## config.mk

```make
export PLATFORM = sky130hd
export DESIGN_NAME = sprite_palette_ram
export DESIGN_NICKNAME = d
export VERILOG_FILES = /design/src/rtl/sprite_palette_ram.sv
export SDC_FILE = /design/constraint.sdc
export NUM_CORES = 1
export LEC_CHECK = 0
export CORE_AREA = 10 10 265 267
export CTS_CLUSTER_DIAMETER = 60
export DETAILED_ROUTE_END_ITERATION = 8
export DIE_AREA = 0 0 275 277
export GPL_TIMING_DRIVEN = 0
export PLACE_DENSITY_LB_ADDON = 0.25
export REMOVE_ABC_BUFFERS = 1
export SYNTH_ARGS = -nofsm -noshare
export SYNTH_HDL_FRONTEND = slang
export SYNTH_SLANG_ARGS = --single-unit
```

## constraint.sdc

```tcl
create_clock -name Clk -period 6.7 [get_ports Clk]
set_input_delay 1.675 -clock Clk [delete_from_list [all_inputs] [get_ports Clk]]
set_output_delay 1.675 -clock Clk [all_outputs]
set_load 0.1 [all_outputs]
```

## src/rtl/sprite_palette_ram.sv

```systemverilog
// Multi-palette colour lookup for sprite pixels: runtime-writable RAM of RGB words,
// a two-stage read pipeline with saturating brightness fade, and a transparency flag.
//
// state | meaning
// CLEAR | sweep every RAM word to zero after reset; busy high, reads and writes ignored
// RUN   | normal operation; writes land in RAM, reads flow through the pipeline
module sprite_palette_ram #(
    parameter int INDEX_W           = 4,
    parameter int CH_W              = 4,
    parameter int NUM_PALETTES      = 4,
    parameter int TRANSPARENT_INDEX = 0,
    localparam int PAL_W            = $clog2(NUM_PALETTES)
) (
    input  logic                Clk,
    input  logic                Reset_n,
    output logic                busy,
    input  logic                wr_en,
    input  logic [PAL_W-1:0]    wr_pal,
    input  logic [INDEX_W-1:0]  wr_index,
    input  logic [3*CH_W-1:0]   wr_rgb,
    input  logic                rd_en,
    input  logic [PAL_W-1:0]    rd_pal,
    input  logic [INDEX_W-1:0]  rd_index,
    input  logic [CH_W-1:0]     fade,
    output logic                out_valid,
    output logic [CH_W-1:0]     red,
    output logic [CH_W-1:0]     green,
    output logic [CH_W-1:0]     blue,
    output logic                transparent
);

    localparam int ADDR_W = PAL_W + INDEX_W;
    localparam int DEPTH  = 1 << ADDR_W;
    localparam int WORD_W = 3 * CH_W;

    typedef enum logic [0:0] {
        CLEAR = 1'b0,
        RUN   = 1'b1
    } state_t;

    state_t              state_q, state_d;
    logic [ADDR_W-1:0]   clr_cnt_q, clr_cnt_d;

    logic                mem_we;
    logic [ADDR_W-1:0]   mem_waddr;
    logic [WORD_W-1:0]   mem_wdata;
    logic                rd_accept;
    logic [ADDR_W-1:0]   rd_addr;

    logic [WORD_W-1:0]   mem [DEPTH];

    logic                s1_valid;
    logic [WORD_W-1:0]   s1_word;
    logic [CH_W-1:0]     s1_fade;
    logic                s1_transp;
    logic [CH_W-1:0]     s1_red, s1_green, s1_blue;

    function automatic logic [CH_W-1:0] sat_sub(input logic [CH_W-1:0] c,
                                                input logic [CH_W-1:0] f);
        return (c > f) ? (c - f) : '0;
    endfunction

    // ---------------- control FSM ----------------
    always_ff @(posedge Clk or negedge Reset_n) begin
        if (!Reset_n) begin
            state_q   <= CLEAR;
            clr_cnt_q <= '0;
        end else begin
            state_q   <= state_d;
            clr_cnt_q <= clr_cnt_d;
        end
    end

    always_comb begin
        state_d   = state_q;
        clr_cnt_d = clr_cnt_q;
        mem_we    = 1'b0;
        mem_waddr = clr_cnt_q;
        mem_wdata = '0;
        rd_accept = 1'b0;
        case (state_q)
            CLEAR: begin
                mem_we    = 1'b1;
                clr_cnt_d = clr_cnt_q + ADDR_W'(1);
                if (clr_cnt_q == ADDR_W'(DEPTH - 1)) begin
                    state_d   = RUN;
                    clr_cnt_d = '0;
                end
            end
            RUN: begin
                mem_we    = wr_en;
                mem_waddr = {wr_pal, wr_index};
                mem_wdata = wr_rgb;
                rd_accept = rd_en;
            end
            default: begin
                state_d   = CLEAR;
                clr_cnt_d = '0;
            end
        endcase
    end

    assign busy    = (state_q == CLEAR);
    assign rd_addr = {rd_pal, rd_index};

    // RAM contents are deliberately not reset; the CLEAR sweep zeroes them.
    always_ff @(posedge Clk) begin
        if (mem_we) begin
            mem[mem_waddr] <= mem_wdata;
        end
    end

    // ---------------- stage 1: RAM read (old data on same-address write) ----------------
    always_ff @(posedge Clk or negedge Reset_n) begin
        if (!Reset_n) begin
            s1_valid  <= 1'b0;
            s1_word   <= '0;
            s1_fade   <= '0;
            s1_transp <= 1'b0;
        end else begin
            s1_valid <= rd_accept;
            if (rd_accept) begin
                s1_word   <= mem[rd_addr];
                s1_fade   <= fade;
                s1_transp <= (rd_index == INDEX_W'(TRANSPARENT_INDEX));
            end
        end
    end

    assign s1_red   = s1_word[3*CH_W-1 -: CH_W];
    assign s1_green = s1_word[2*CH_W-1 -: CH_W];
    assign s1_blue  = s1_word[CH_W-1 -: CH_W];

    // ---------------- stage 2: fade and output hold ----------------
    always_ff @(posedge Clk or negedge Reset_n) begin
        if (!Reset_n) begin
            out_valid   <= 1'b0;
            red         <= '0;
            green       <= '0;
            blue        <= '0;
            transparent <= 1'b0;
        end else begin
            out_valid <= s1_valid;
            if (s1_valid) begin
                red         <= sat_sub(s1_red, s1_fade);
                green       <= sat_sub(s1_green, s1_fade);
                blue        <= sat_sub(s1_blue, s1_fade);
                transparent <= s1_transp;
            end
        end
    end

endmodule

```

==> impl_results.md <==
* Crit-path cells: inv_1 > clkdlybuf4s50_1
* Class of the worst hold path: flip-flop to flip-flop
* Max incr delay on CP at 1160 ps
* Register-to-register setup slack at 2580 ps
* FF+latch count, synth at 807
* Final #Nets at 1,840
* Row count at 94
* CP max FO at 39
* Post-DP HPWL at 46,900 um
* Tot GR Track Use at 19.9%
* Fraction of the mapped netlist area in adder cells at 0.691%
* Top Ports at 47
* Buffers on Ports at 46
* Area share of the largest cell type after synthesis at 71.5%
* Initial core utilization at 49.5%
* Peak VDD IR at 0.224 mV
* Synth Cell Area at 32,200 um^2
* Die H at 277 um
* Setup WS post-layout at 1600 ps
* Post-synth EDFFs at 768
* Fin crit period at 5100 ps
* Clock Sinks at 807
* Asr flop ratio synth at 4.83%
* GPL Wtd Cong at 0.855
* Yosys top cell by area: edfxtp_1
* Post-Synth XOR/XNOR Area at 0.217%
* CP max stage cell: dfrtp_1
* # fillers at 4,978
* Vias in the first global route at 16,462
* Yosys warns at 0
* CP endpoint: busy
* Worst slew margin at 4.46%
* Most frequent cells in the layout: edfxtp_1 (768), mux2i_1 (149), mux4_2 (119)
* H-tree levels at 3
* Measured slew at the worst slew-check pin at 1430 ps
* Initial antenna violation count at 2
* Crit path max-delay family: buffers and inverters
* Hold_ws at 527 ps
* Final setup violation count at 0
* P per Cell Area at 283 nW/um^2
* Crit. End Element: output pin
* Seq/Total Area, Yosys at 74.6%
* Worst r2r path cells at 5
* Worst-Skew Late Latency at 650 ps
* Largest net degree at the start of global routing at 88
* Leak at 10.2 nW
* Critical path depth at 2
* Worst-path clk slew at 60 ps
* FF-to-FF End: mem[6][6]
* Core Util, Final at 56.2%
* Count of pins over their slew limit at 0
* Post-Syn Instances at 1,717
* Critical Path Start Type: flip-flop
* Max_cap viols at 0
* Unrepaired setup endpoints after global routing: false
* Layout cells sized above 1 at 18.9%
* Worst setup path startpoint: state_q
* Largest family of logic cells by synthesized area: multiplexers
* Worst Path Buf+Inv at 2
* CTS root buffer: clkbuf_16
* Die W at 275 um
* # DRC at 0
* Max clock buf depth at 3
* CTS tree: done
* CP Class: flip-flop to output pin
* GRT overflow at 0
* TNS Setup at 0 ps
* Largest cells by area after synthesis: edfxtp_1 (72%), mux4_2 (8.3%), mux2i_1 (4.6%)
* Commonest non-fill, non-tap cell in the layout: edfxtp_1
* Simple-gate portion of the synthesized area at 3.95%
* Routed vias/inst at 6.11
* Crit share post-route at 76.2%
* RR Startpoint: state_q
* Antenna Nets Post-Route at 0
* Post-synthesis compound-gate area fraction at 4.21%
* Worst Path Required at 5030 ps
* Global-route wire length before repair at 112,000 um
* Die ar. at 76,200 um^2
* Number of buffers created by CTS at 83
* Fin Clk Skew at 28.7 ps
* Area Growth Syn to Fin at 13.5%
* Vias at 16,644
* Mux cell area share after synthesis at 14.2%
* Maximum clock frequency at 196 MHz
* DR iter-0 viols at 1,699
* Crit path DAT at 3430 ps
* Core footprint at 65,200 um^2
* Final WL at 76,200 um
* Netlist cell types at 63
* CTS Hold Buffers Added at 0
* Initial DRT Pass Iterations at 7
* Setup repair bufs after CTS at 0
* Avg Inst Size Synth at 18.8 um^2
* Pre-CTS setup slack at 1800 ps
* Post_cts resized at 0
* Top FF cell, synth: edfxtp_1
* Final Hold Viols at 0
* Outcome: finished, final reports clean
* WL per Instance at 28.0 um
-- layout make-up --
type	instances	area [um^2]	share of cell area, %
sequential	807	24000	65.7
clock inverter	53	596	1.63
tap	864	1080	2.95
antenna	1	2.50	0.00684
clock buffer	99	2170	5.92
multi-input combinational	791	7570	20.7
inverter	30	113	0.308
timing repair buffer	79	1030	2.83
-- routing by layer --
layer	track usage (%)	vias up	part of all wire (%)	routed length, um
met5	0	-	0.012	9
met2	30.5	693	47	35900
met1	28.7	8728	43	32700
met4	5.44	2	2.4	1840
met3	3.95	123	7.6	5820
li1	-	7098	-	-
-- flip-flops by register name (all words and copies together), names as in the netlist --
register / count
out_valid: 1
s1_fade: 4
blue: 4
clr_cnt_q: 6
state_q: 1
green: 4
s1_valid: 1
transparent: 1
mem: 768
red: 4
s1_transp: 1
s1_word: 12
-- cells in the mapped netlist, drive strengths merged (2+ instances only) --
cell type and count:
inv 30, edfxtp 768, a41o 3, o2111ai 4
o21a 4, nand3 54, nor4 3, a31oi 6
mux4 122, and2 14, and3 3, fa 3
o32a 2, o21ai 18, a221o 2, mux2i 149
o22ai 25, nand4 3, mux2 28, a211oi 2
a21oi 25, dfrtp 39, nor2 92, nor2b 13
xor2 6, o211ai 13, xnor2 2, o32ai 4
a221oi 10, o31ai 2, ha 13, a21o 4
clkbuf 27, a311oi 2, nand2 71, nand2b 10
buf 62, or3 2, nor3 9, a22oi 39
a2111oi 9, a22o 8
-- stage by stage --
step                instances  cell area [um^2]  total power, mW
global placement         2538             33200             5.86
finish                   2724             36600             10.3
detailed placement       2568             33800             5.79
floorplan                1628             31600             5.63
global route             2723             36600             10.6
CTS                      2720             36600             10.4
-- worst min-delay path by stage --
stage | from | endpoint | slack [ps] | depth (start not counted)
final | transparent | transparent | 530 | 1
after global routing | transparent | transparent | 550 | 1
after CTS | clr_cnt_q[2] | clr_cnt_q[2] | 520 | 1
after detailed placement | clr_cnt_q[2] | clr_cnt_q[2] | 510 | 1
after global placement | transparent | transparent | 490 | 1
after floorplan | s1_transp | s1_transp | 440 | 2
-- power breakdown --
part,leakage [nW],internal [mW],switching (mW)
Sequential,5.86,5.44,0
Clock,1.36,2.72,1.94
Combinational,2.95,0.0910,0.151
Total,10.2,8.25,2.09
-- cells by family after synthesis --
| family | after synthesis |
|---|---|
| flip-flops | 807 |
| multiplexers | 299 |
| AND/OR/NAND/NOR | 279 |
| AO/OA/AOI/OAI | 189 |
| buffers and inverters | 119 |
| adder cells (fa/ha/maj) | 16 |
| XOR/XNOR | 8 |
-- worst reg2reg max path, cell delays in order (launching register included) --
cell and delay, ps:
dfrtp_1 1160, inv_1 510, nor2_1 260, a21o_1 170
nand2_1 380, nor2_1 1230
Note: power is estimated with default switching activity, not from simulation.
